$ cat config.mk
export PLATFORM = sky130hd
export DESIGN_NAME = result_port_arbiter
export DESIGN_NICKNAME = d
export VERILOG_FILES = /design/src/rtl/mm_pkg.sv /design/src/rtl/sat_counter.sv /design/src/rtl/result_port_arbiter.sv
export SDC_FILE = /design/constraint.sdc
export NUM_CORES = 1
export LEC_CHECK = 0
export ABC_AREA = 1
export BUFFER_PORTS_ARGS = -buffer_cell sky130_fd_sc_hd__buf_2
export CORE_MARGIN = 2
export CORE_UTILIZATION = 51
export CTS_CLUSTER_SIZE = 14
export DETAILED_ROUTE_END_ITERATION = 8
export MAX_ROUTING_LAYER = met4
export PLACE_DENSITY = 0.95
export SETUP_SLACK_MARGIN = 0.4
export SLEW_MARGIN = 20
export SYNTH_ARGS = -nofsm -noshare
export SYNTH_HDL_FRONTEND = slang
export SYNTH_SLANG_ARGS = --single-unit
$ cat constraint.sdc
create_clock -name clock -period 4.6 [get_ports clock]
set_input_delay 0.23 -clock clock [delete_from_list [all_inputs] [get_ports clock]]
set_output_delay 0.23 -clock clock [all_outputs]
set_load 0.05 [all_outputs]
$ cat src/rtl/mm_pkg.sv
// ============================================================================
// Module  : mm_pkg
// Brief   : Shared types and constants for the result-RAM arbitration slice.
// Revision: 1.0
// ============================================================================
`default_nettype none

package mm_pkg;

    localparam int STALL_W = 16;

    typedef enum logic [1:0] {
        RD_IDLE   = 2'd0,
        RD_PEND   = 2'd1,
        RD_FLIGHT = 2'd2,
        RD_RET    = 2'd3
    } rd_state_t;

endpackage

`default_nettype wire

$ cat src/rtl/sat_counter.sv
// ============================================================================
// Module  : sat_counter
// Brief   : Up-counter with enable and synchronous clear, sticks at all-ones.
// Revision: 1.0
// ============================================================================
`default_nettype none

module sat_counter #(
    parameter int W = 16
) (
    input  logic         clk,
    input  logic         i_clr,
    input  logic         i_en,
    output logic [W-1:0] o_count
);

    logic [W-1:0] r_count;

    always_ff @(posedge clk) begin
        if (i_clr) begin
            r_count <= '0;
        end else if (i_en && (r_count != {W{1'b1}})) begin
            r_count <= r_count + W'(1);
        end
    end

    assign o_count = r_count;

endmodule

`default_nettype wire

$ cat src/rtl/result_port_arbiter.sv
// ============================================================================
// Module  : result_port_arbiter
// Brief   : Shares the dual-port Result RAM between compute write-back and
//           host readout; compute has priority with a starvation guard.
// Revision: 1.0
// ============================================================================
`default_nettype none

module result_port_arbiter
    import mm_pkg::*;
#(
    parameter int ADDR_WIDTH   = 7,
    parameter int RESULT_WIDTH = 24,
    parameter int RAM_LAT      = 1,
    parameter int STARVE_LIMIT = 4
) (
    input  logic                    clock,
    input  logic                    reset,
    input  logic                    wr_valid,
    output logic                    wr_ready,
    input  logic [ADDR_WIDTH-1:0]   wr_addrA,
    input  logic [ADDR_WIDTH-1:0]   wr_addrB,
    input  logic [RESULT_WIDTH-1:0] wr_dataA,
    input  logic [RESULT_WIDTH-1:0] wr_dataB,
    input  logic                    rd_req,
    input  logic [ADDR_WIDTH-1:0]   rd_addr,
    output logic                    rd_busy,
    output logic                    rd_valid,
    output logic [RESULT_WIDTH-1:0] rd_data,
    output logic                    rd_overrun,
    output logic                    ram_write,
    output logic [ADDR_WIDTH-1:0]   ram_addrA,
    output logic [ADDR_WIDTH-1:0]   ram_addrB,
    output logic [RESULT_WIDTH-1:0] ram_dataA,
    output logic [RESULT_WIDTH-1:0] ram_dataB,
    input  logic [RESULT_WIDTH-1:0] ram_qA,
    output logic [STALL_W-1:0]      stall_count
);

    localparam int c_LAT_W    = $clog2(RAM_LAT + 1);
    localparam int c_STARVE_W = $clog2(STARVE_LIMIT + 1);

    rd_state_t               r_state;
    rd_state_t               w_state_next;
    logic [c_LAT_W-1:0]      r_lat_cnt;
    logic [c_STARVE_W-1:0]   r_starve_cnt;
    logic [ADDR_WIDTH-1:0]   r_rd_addr;
    logic [RESULT_WIDTH-1:0] r_rd_data;
    logic                    r_rd_overrun;
    logic                    r_ram_write;
    logic [ADDR_WIDTH-1:0]   r_ram_addrA;
    logic [ADDR_WIDTH-1:0]   r_ram_addrB;
    logic [RESULT_WIDTH-1:0] r_ram_dataA;
    logic [RESULT_WIDTH-1:0] r_ram_dataB;
    logic                    w_host_gnt;
    logic                    w_wr_ready;
    logic                    w_wr_beat;
    logic                    w_rd_accept;

    assign w_host_gnt  = (r_state == RD_PEND) &&
                         (!wr_valid || (r_starve_cnt >= c_STARVE_W'(STARVE_LIMIT)));
    // Held low during reset so every output reads zero while reset is asserted.
    assign w_wr_ready  = !w_host_gnt && !reset;
    assign w_wr_beat   = wr_valid && w_wr_ready;
    assign w_rd_accept = (r_state == RD_IDLE) && rd_req;

    always_ff @(posedge clock) begin
        if (reset) begin
            r_state <= RD_IDLE;
        end else begin
            r_state <= w_state_next;
        end
    end

    always_comb begin
        w_state_next = r_state;
        case (r_state)
            RD_IDLE:   if (rd_req)              w_state_next = RD_PEND;
            RD_PEND:   if (w_host_gnt)          w_state_next = RD_FLIGHT;
            RD_FLIGHT: if (r_lat_cnt == '0)     w_state_next = RD_RET;
            RD_RET:                             w_state_next = RD_IDLE;
            default:                            w_state_next = RD_IDLE;
        endcase
    end

    always_ff @(posedge clock) begin
        if (reset) begin
            r_lat_cnt    <= '0;
            r_starve_cnt <= '0;
            r_rd_addr    <= '0;
            r_rd_data    <= '0;
            r_rd_overrun <= 1'b0;
        end else begin
            if (w_rd_accept) begin
                r_rd_addr <= rd_addr;
            end
            if (rd_req && (r_state != RD_IDLE)) begin
                r_rd_overrun <= 1'b1;
            end
            if ((r_state == RD_PEND) && !w_host_gnt) begin
                r_starve_cnt <= r_starve_cnt + c_STARVE_W'(1);
            end else begin
                r_starve_cnt <= '0;
            end
            // Latency counter reaches zero exactly when ram_qA carries our word.
            if (w_host_gnt) begin
                r_lat_cnt <= c_LAT_W'(RAM_LAT);
            end else if (r_state == RD_FLIGHT) begin
                if (r_lat_cnt == '0) begin
                    r_rd_data <= ram_qA;
                end else begin
                    r_lat_cnt <= r_lat_cnt - c_LAT_W'(1);
                end
            end
        end
    end

    always_ff @(posedge clock) begin
        if (reset) begin
            r_ram_write <= 1'b0;
            r_ram_addrA <= '0;
            r_ram_addrB <= '0;
            r_ram_dataA <= '0;
            r_ram_dataB <= '0;
        end else if (w_wr_beat) begin
            r_ram_write <= 1'b1;
            r_ram_addrA <= wr_addrA;
            r_ram_addrB <= wr_addrB;
            r_ram_dataA <= wr_dataA;
            r_ram_dataB <= wr_dataB;
        end else if (w_host_gnt) begin
            r_ram_write <= 1'b0;
            r_ram_addrA <= r_rd_addr;
            r_ram_addrB <= '0;
        end else begin
            r_ram_write <= 1'b0;
        end
    end

    sat_counter #(
        .W (STALL_W)
    ) u_stall_cnt (
        .clk     (clock),
        .i_clr   (reset),
        .i_en    (wr_valid && !w_wr_ready),
        .o_count (stall_count)
    );

    assign wr_ready   = w_wr_ready;
    assign rd_busy    = (r_state != RD_IDLE);
    assign rd_valid   = (r_state == RD_RET);
    assign rd_data    = r_rd_data;
    assign rd_overrun = r_rd_overrun;
    assign ram_write  = r_ram_write;
    assign ram_addrA  = r_ram_addrA;
    assign ram_addrB  = r_ram_addrB;
    assign ram_dataA  = r_ram_dataA;
    assign ram_dataB  = r_ram_dataB;

endmodule

`default_nettype wire

==> results of run 1 <==
==> area by class of cell <==
type	instances	area, um2
Inverter	42	158.9
Fill cell	542	1759
Clock buffer	17	414.1
Sequential cell	117	2342
Clock inverter	15	181.4
Antenna cell	1	2.502
Multi-Input combinational cell	435	1956
Tap cell	108	135.1
Timing Repair Buffer	283	1814
==> sequential cells by signal (all words and copies together) (netlist names) <==
register,cells
ram_dataA,24
ram_addrB,7
ram_dataB,24
rd_overrun,1
r_rd_addr,7
ram_addrA,7
r_state,2
r_starve_cnt,3
u_stall_cnt.o_count,16
r_lat_cnt,1
ram_write,1
rd_data,24
==> worst max-delay path by stage <==
| stage | to | slack (ns) | depth (start not counted) |
|---|---|---|---|
| final | ram_addrA[0] | 1.51 | 9 |
| after global routing | ram_addrA[6] | 1.28 | 9 |
| after CTS | ram_addrA[6] | 1.60 | 9 |
| after detailed placement | ram_addrA[1] | 1.66 | 9 |
| after global placement | ram_addrA[2] | 1.82 | 9 |
| after floorplan | u_stall_cnt.o_count[1] | 2.67 | 10 |
==> Yosys cell counts (all sizes together) <==
library cell | number | area (um2)
clkinv | 1 | 5.000
o211ai | 8 | 60.06
nand4 | 3 | 18.77
nor2 | 99 | 374.1
ha | 6 | 75.07
buf | 18 | 101.3
clkbuf | 14 | 52.55
nand3 | 83 | 427.9
o31ai | 1 | 7.510
xor2 | 1 | 8.760
a21oi | 26 | 133.9
nand3b | 1 | 7.510
o21ai | 36 | 180.2
nand2 | 169 | 644.4
xnor2 | 2 | 17.52
inv | 41 | 153.9
dfxtp | 117 | 2342
==> routing by layer <==
layer	vias up	wire length, um	part of all wire
li1	2549	-	-
met1	2489	5686	0.36
met2	326	8315	0.52
met3	103	992	0.062
met4	0	928	0.058
met5	-	0	0
==> report_power, final <==
group / total (mW) / internal, mW / switching (mW)
Combinational: 1.23 / 0.306 / 0.925
Clock: 1.34 / 0.797 / 0.540
Sequential: 1.27 / 1.18 / 0.0885
==> repair_timing <==
| item | 4_1_cts | 5_1_grt |
|---|---|---|
| setup endpoints to repair | 0 | 0 |
| hold endpoints to repair | 79 | 0 |
| hold buffers | 79 | 0 |
==> critical path, delay by kind of cell (launching register included) <==
kind,cells,cell delay (ns)
flops,1,0.33
fa+ha+maj,1,0.27
buf+inv,3,1.08
simple gates,4,1.13
compound gates,1,0.13
==> metrics by stage <==
| step | setup WS [ns] | instance area (um2) |
|---|---|---|
| global route | 1.282 | 7002 |
| finish | 1.508 | 7004 |
| floorplan | 2.672 | 4611 |
| CTS | 1.596 | 7002 |
| global placement | 1.817 | 5615 |
| detailed placement | 1.656 | 5615 |
==> kinds of logic (layout without fill, tap and decap cells) <==
family | count (synthesis) | in the layout
buf+inv | 74 | 357
other cells | 0 | 1
compound gates | 71 | 71
xor+xnor | 3 | 3
simple gates | 355 | 355
flops | 117 | 117
fa+ha+maj | 6 | 6
==> run metrics, run 1 <==
status finished clean; worst slew pin tran 1.009 ns; worst endpoint required time 4.99 ns; row cnt 34; VDD IR max 0.3449 mV; met1 usage 0.3284; Post CTS Setup Buffer Count 0; CTS tree done; Syn Inst Count 626; Finished Layout Cells 1018; commonest non-fill, non-tap cells in the layout 203 x buf_2, 167 x nand2_1, 117 x dfxtp_1; simple-gate portion of the synthesized area 0.3194; yosys warns 0; vias about 5500; main combinational cell family by area after synthesis simple AND/OR/NAND/NOR gates; CP max-delay cell clkinv_2; crit-path cells inv_1 > ha_1 > nand2_4 > nand3_4 > clkinv_2 > nand2_1 > o211ai_1 > nand2_1 > inv_1; Worst-Skew Late Latency 0.51 ns; WL per Instance 15.64 um; Worst R2R End ram_addrA[0]; Mapped Area 4611 um2; complex-gate fraction of the synthesized area 0.08277; layout cells sized above 1 0.2684; Power Density 547.7 nW/um2; setup violators final 0; initial antenna violation count 0; Die X 99.08 um; Hold Vio Cnt, Final 0; launch point of the worst path r_state[1]; met2 Usage GRT 0.5696; Hold Path End r_rd_addr[5]; CTS buffer count 17; Synthesized Nets 729; Worst EP arrival 3.48 ns; Synth Area in Adders 0.01628; Routability Congestion 0.8481; global-route wire length before repair 25120 um; core area 8763 um2; nets 999; final cell utilization of the core 0.7993; Netlist cell types 26; DRT Wirelength 15920 um; mux cell area share after synthesis 0; most common cell after layout, fill and taps aside buf_2; Tot GR Track Use 0.3299; largest net degree at the start of global routing between 100 and 150; Routed Antenna Nets 0; critical path class flop to flop; total power 3.836 mW; port buffer count 203; total grt overflow 0; Slew Limit Fails 0; drt first pass iters 5; clk_skew ~0.011 ns; vias in the first global route 5456; worst r2r src r_state[1]; num ports 204; DP Wirelength 8456 um; crit path launch type flop; CP Max Fanout 63; flop2flop setup slack around 1.5 ns; max incr delay on CP 0.87 ns; worst-case clock buffer depth 2; Starting Density 0.5261; die area just under 10000 um2; min-delay src rd_addr[5]; Post-route DRC 0; worst relative slew slack 0.3272; max-cap viol count 0; R2R depth 9; Cell Count Post-Placement 906; Die H 99.08 um; RSZ-0062 raised after global routing false; met3 GRT Util 0.08723; sequential share of the synthesized area 0.5080; Root Buffer Master clkbuf_8; busiest grt layer met2; worst hold slack 0.01620 ns; Post-CTS Resized 0; Synth Area per Inst 7.365 um2; register bit total from synthesis 117; area grow syn2layout 51.91%; clock slew at reported path FFs 0.06 ns; crit path capture type flop; H-tree levels 4; fmax 323.4 MHz; clock sinks 117; hold path depth 3; P_leak ~3.5 nW; initial drt markers between 300 and 400; fin crit share 0.6722; worst min-delay path category input port to flop; Setup Total Neg Slack 0 ns; routed vias/inst 5.370; xor and xnor area share after synthesis 0.005699; post-route minimum period 3.092 ns
(Power assumes the default switching activity.)
==> run 2: changes to the inputs <==
--- a/config.mk
+++ b/config.mk
@@ -8,11 +8,11 @@
 export ABC_AREA = 1
 export BUFFER_PORTS_ARGS = -buffer_cell sky130_fd_sc_hd__buf_2
 export CORE_MARGIN = 2
-export CORE_UTILIZATION = 51
+export CORE_UTILIZATION = 42
 export CTS_CLUSTER_SIZE = 14
 export DETAILED_ROUTE_END_ITERATION = 8
 export MAX_ROUTING_LAYER = met4
-export PLACE_DENSITY = 0.95
+export PLACE_DENSITY = 0.87
 export SETUP_SLACK_MARGIN = 0.4
 export SLEW_MARGIN = 20
 export SYNTH_ARGS = -nofsm -noshare
==> constraint.sdc (replaced) <==
create_clock -name clock -period 2.6 [get_ports clock]
set_input_delay 0.13 -clock clock [delete_from_list [all_inputs] [get_ports clock]]
set_output_delay 0.13 -clock clock [all_outputs]
set_load 0.05 [all_outputs]
==> run 2 against run 1 <==
Net effect:
- via count shrank 4.5%
- wire length decreased by 6.5%
- global-route usage fell by 7.7 points
- core utilization fell by 13 points
- clock skew increased by 0.0011 ns
- die area grew 21%
- critical endpoint is now wr_ready
==> run metrics, run 2 (same netlist as run 1, synthesis figures left out) <==
status finished clean; largest net degree at the start of global routing 63; DRT Wirelength 14890 um; setup violators final 0; die area 11830 um2; Worst EP arrival 1.96 ns; drt first pass iters 5; worst-case clock buffer depth 2; fin crit share 0.8020; WL per Instance 13.91 um; worst hold slack 0.03292 ns; Worst-Skew Late Latency 0.50 ns; R2R depth 8; total power 6.569 mW; clock slew at reported path FFs around 0.050 ns; CTS tree done; Buf/Inv on CP 6; critical path class input port to output pin; post-route minimum period 2.085 ns; Layout fillers 879; top cell family by delay on the critical path buffers and inverters; setup ws final 0.5149 ns; worst min-delay path category input port to flop; clk_skew about 0.012 ns; vias 5220; Setup Total Neg Slack 0 ns; crit-path cells dlygate4sd3_1 > buf_2 > inv_2 > buf_6 > nand2_1 > inv_1 > buf_2; Tot GR Track Use 0.2528; CTS buffer count 17; vias in the first global route 4890; routed vias/inst 4.874; row cnt 38; max incr delay on CP between 0.5 and 0.6 ns; worst relative slew slack 0.6780; total grt overflow 0; H-tree levels 4; Finished Layout Cells 1071; CP max-delay cell dlygate4sd3_1; fmax 479.6 MHz; Root Buffer Master clkbuf_8; final cell utilization of the core 0.6694; RSZ-0062 raised after global routing false; core area 10790 um2; max-cap viol count 0; P_leak between 3 and 4 nW; crit path capture type output pin; initial drt markers 248; crit path launch type input port; port buffer count 203; VDD IR max 0.5988 mV; Worst path depth 7; Starting Density 0.4272; Final Cell Area 7224 um2; Placed Area 5698 um2; nets 1021; DP Wirelength 8820 um; most common cell after layout, fill and taps aside buf_2; global-route wire length before repair approximately 23000 um; num ports 204; worst slew pin tran 0.4830 ns; Die X approximately 110 um; Most common cell on crit path buf_2; Routed Antenna Nets 0; layout cells sized above 1 0.2656; clock sinks 117; worst slack, placed 0.6479 ns; CP Max Fanout 38; Die H 108.8 um; Cell Count Post-Placement 942; Power Density 909.2 nW/um2; worst endpoint required time 2.47 ns; Post-route DRC 0; hold path depth 3; Routability Congestion 0.8742; Hold Vio Cnt, Final 0; Slew Limit Fails 0; area grow syn2layout 56.69%; commonest non-fill, non-tap cells in the layout 203 x buf_2, 167 x nand2_1, 117 x dfxtp_1; initial antenna violation count 1
-- run 2: cell types whose count changed in the layout (fill, tap and decap cells not counted), moves of 4 or more --
cell,delta
inv_6,-4
clkinv_4,+4
dlygate4sd3_1,+18
inv_8,-4
-- run 2: timing repair --
action	in CTS	in global routing
setup endpoints to repair	0	4
resized for setup	0	2
hold buffers	97	0
setup buffers	0	0
endpoints found under the hold margin	96	0
-- run 2: area by class of cell --
cell class,count,area [um2],area share
well taps,140,175.2,0.02425
repair buffers,305,2044,0.2830
multi-input cells,435,1956,0.2707
clock inverters,14,131.4,0.01818
inverters,42,158.9,0.02200
flip-flops and latches,117,2342,0.3242
clock buffers,17,414.1,0.05733
diodes,1,2.502,0.0003464
-- run 2: layer usage --
layer | wire (um) | up-vias | GRT usage
li1 | - | 2592 | -
met1 | 6007 | 2383 | 0.2785
met2 | 7591 | 189 | 0.4232
met3 | 629 | 56 | 0.05619
met4 | 666 | 0 | 0.1410
met5 | 0 | - | -
-- run 2: worst paths after layout --
| check | startpoint | endpoint | slack, ns |
|---|---|---|---|
| max | reset | wr_ready | 0.51 |
| min | wr_valid | r_starve_cnt[2] | 0.03 |
| min reg2reg | r_starve_cnt[0] | r_starve_cnt[0] | 0.44 |
| max reg2reg | r_state[1] | ram_dataA[17] | 0.62 |
-- run 2: report_power, final --
group	total, mW	switching [mW]	internal (mW)	leakage [nW]
logic	2.20	1.62	0.579	2.40
clock network	2.13	0.863	1.27	0.257
registers	2.24	0.151	2.09	0.960
total	6.57	2.63	3.94	3.61
-- run 2: worst register-to-register path: cells and delay by family (launching register included) --
kind	cells	cell delay, ns
flip-flops	1	0.33
AND/OR/NAND/NOR	4	0.51
buffers and inverters	3	0.78
adder cells (fa/ha/maj)	1	0.25
==> run 3: changes to the inputs <==
==> constraint.sdc (replaced) <==
create_clock -name clock -period 1.7 [get_ports clock]
set_input_delay 0.085 -clock clock [delete_from_list [all_inputs] [get_ports clock]]
set_output_delay 0.085 -clock clock [all_outputs]
set_load 0.05 [all_outputs]
==> run 3 against run 2 <==
Net effect:
- cell count rose by 5.2%
- sequential share of layout area fell by 6.4 points
- sequential power rose by 57%
- register-to-register slack got worse by 0.46 ns
- count of clock-buffer cells in the layout grew 5
- largest cell class is now multi-input gates
- largest power group is now combinational cells
==> run metrics, run 3 (same netlist as run 1, synthesis figures left out) <==
status finished clean; Starting Density 0.4272; clock slew at reported path FFs 0.05 ns; FF/Latch Area 2374 um2; CTS buffer count 17; worst min-delay path category input port to flop; Power Density 1354 nW/um2; cell-internal power 7.567 mW; WL per Instance 19.09 um; CTS tree done; Routability Congestion 0.8733; port buffer count 203; clock sinks 117; largest net degree at the start of global routing 84; worst relative slew slack 0.6840; max-cap viol count 0; core area approximately 11000 um2; Worst EP arrival roughly 1.5 ns; initial antenna violation count 1; fin crit share 0.9139; setup violators final 0; global-route wire length before repair 29700 um; Routed Antenna Nets 0; DP Wirelength a little over 9000 um; vias in the first global route 6158; worst slew pin tran 0.4740 ns; clk_skew 0.01150 ns; Post-route DRC 0; Multi-input gate area ~2800 um2; initial drt markers between 400 and 500; Root Buffer Master clkbuf_8; RSZ-0062 raised after global routing true; Layout fillers 554; fmax about 640 MHz; Clk pwr share 0.320; num ports between 200 and 250; DRT Wirelength 21520 um; crit path capture type output pin; Slew Limit Fails 0; crit path launch type flop; NetSw roughly 4.8 mW; vias 6117; Die H between 100 and 150 um; sequential cell fraction of total power 0.285; Worst-Skew Late Latency around 0.52 ns; Logic pwr share 0.394; post-route minimum period 1.554 ns; Die X 108.8 um; commonest non-fill, non-tap cells in the layout 195 x buf_2, 105 x nand2_1, 100 x dfxtp_1; most common cell after layout, fill and taps aside buf_2; worst-case clock buffer depth 2; Setup Total Neg Slack 0 ns; VDD IR max 1.297 mV; die area ~12000 um2; Hold Vio Cnt, Final 0; layout cells sized above 1 0.4990; row cnt 38; Tot GR Track Use 0.3385; P_leak 4.386 nW; Sw Ratio 0.3864; total grt overflow 0; worst endpoint required time 1.62 ns; CP Max Fanout 6; H-tree levels 4; worst hold slack 0.1643 ns; drt first pass iters 5; nets 1077; area grow syn2layout 97.56%; critical path class flop to output pin; routed vias/inst approximately 5.4
-- run 3: cell count changes in the layout (fill, tap and decap cells not counted), sizes merged, moves of 2 or more --
| cell | before | now |
|---|---|---|
| buf | 208 | 256 |
| clkbuf | 17 | 25 |
| bufinv | 1 | 5 |
| clkinvlp | 4 | 2 |
| inv | 43 | 41 |
-- run 3: routing by layer --
metal | part of all wire | global-route usage
met1 | 0.34 | 0.3472
met2 | 0.52 | 0.5763
met3 | 0.066 | 0.07531
met4 | 0.072 | 0.2326
met5 | 0 | -
-- run 3: worst max-delay path: stages, from the launching register on --
cell and delay (ns):
dfxtp_1 0.33, inv_1 0.12, nand2_2 0.10, nand2_8 0.12, nand2_4 0.06, inv_2 0.07
buf_8 0.15
-- run 3: what timing repair did --
| action | 4_1_cts | 5_1_grt |
|---|---|---|
| gates resized for setup | 140 | 166 |
| hold buffers | 96 | 0 |
| gates cloned | 13 | 2 |
| pin swaps | 35 | 38 |
| hold endpoints to repair | 101 | 0 |
| buffers inserted | 24 | 12 |
| setup endpoints to repair | 107 | 120 |
-- run 3: worst paths after layout --
| kind | start | to | slack, ns | cells past startpoint |
|---|---|---|---|---|
| max | r_starve_cnt[2] | wr_ready | 0.15 | 6 |
| min | wr_valid | r_state[1] | 0.16 | 4 |
| max reg2reg | r_starve_cnt[2] | ram_dataB[16] | 0.16 | 9 |
| min reg2reg | r_starve_cnt[0] | r_starve_cnt[0] | 0.45 | 1 |
-- run 3: final cells by class --
type / instances / share of cell area
repair buffers: 355 / 0.3041
diodes: 1 / 0.0002747
well taps: 140 / 0.01923
clock buffers: 22 / 0.05192
repair inverters: 5 / 0.008379
inverters: 42 / 0.02376
multi-input cells: 436 / 0.3128
clock inverters: 9 / 0.01896
flip-flops and latches: 117 / 0.2606
-- run 3: stage by stage --
step	total power, mW	cells	setup WS, ns	utilization	cell area, um2
final	12.33	1127	0.1463	0.8440	9109
after global routing	12.74	1127	0.08165	0.8440	9109
after CTS	11.55	1112	0.1618	0.7804	8423
after detailed placement	6.754	948	0.1083	0.5437	5868
after global placement	6.683	948	0.1928	0.5437	5868
after floorplan	5.968	626	0.1869	-	4735
-- run 3: power by group through the flow --
stage          clock network (mW)  registers, mW  logic [mW]
6_report                     3.95           3.52        4.87
3_5_place_dp                    0           3.50        3.26
4_1_cts                      3.93           3.46        4.15
2_1_floorplan                   0           4.76        1.21
3_3_place_gp                    0           3.47        3.21
5_1_grt                      4.10           3.56        5.08
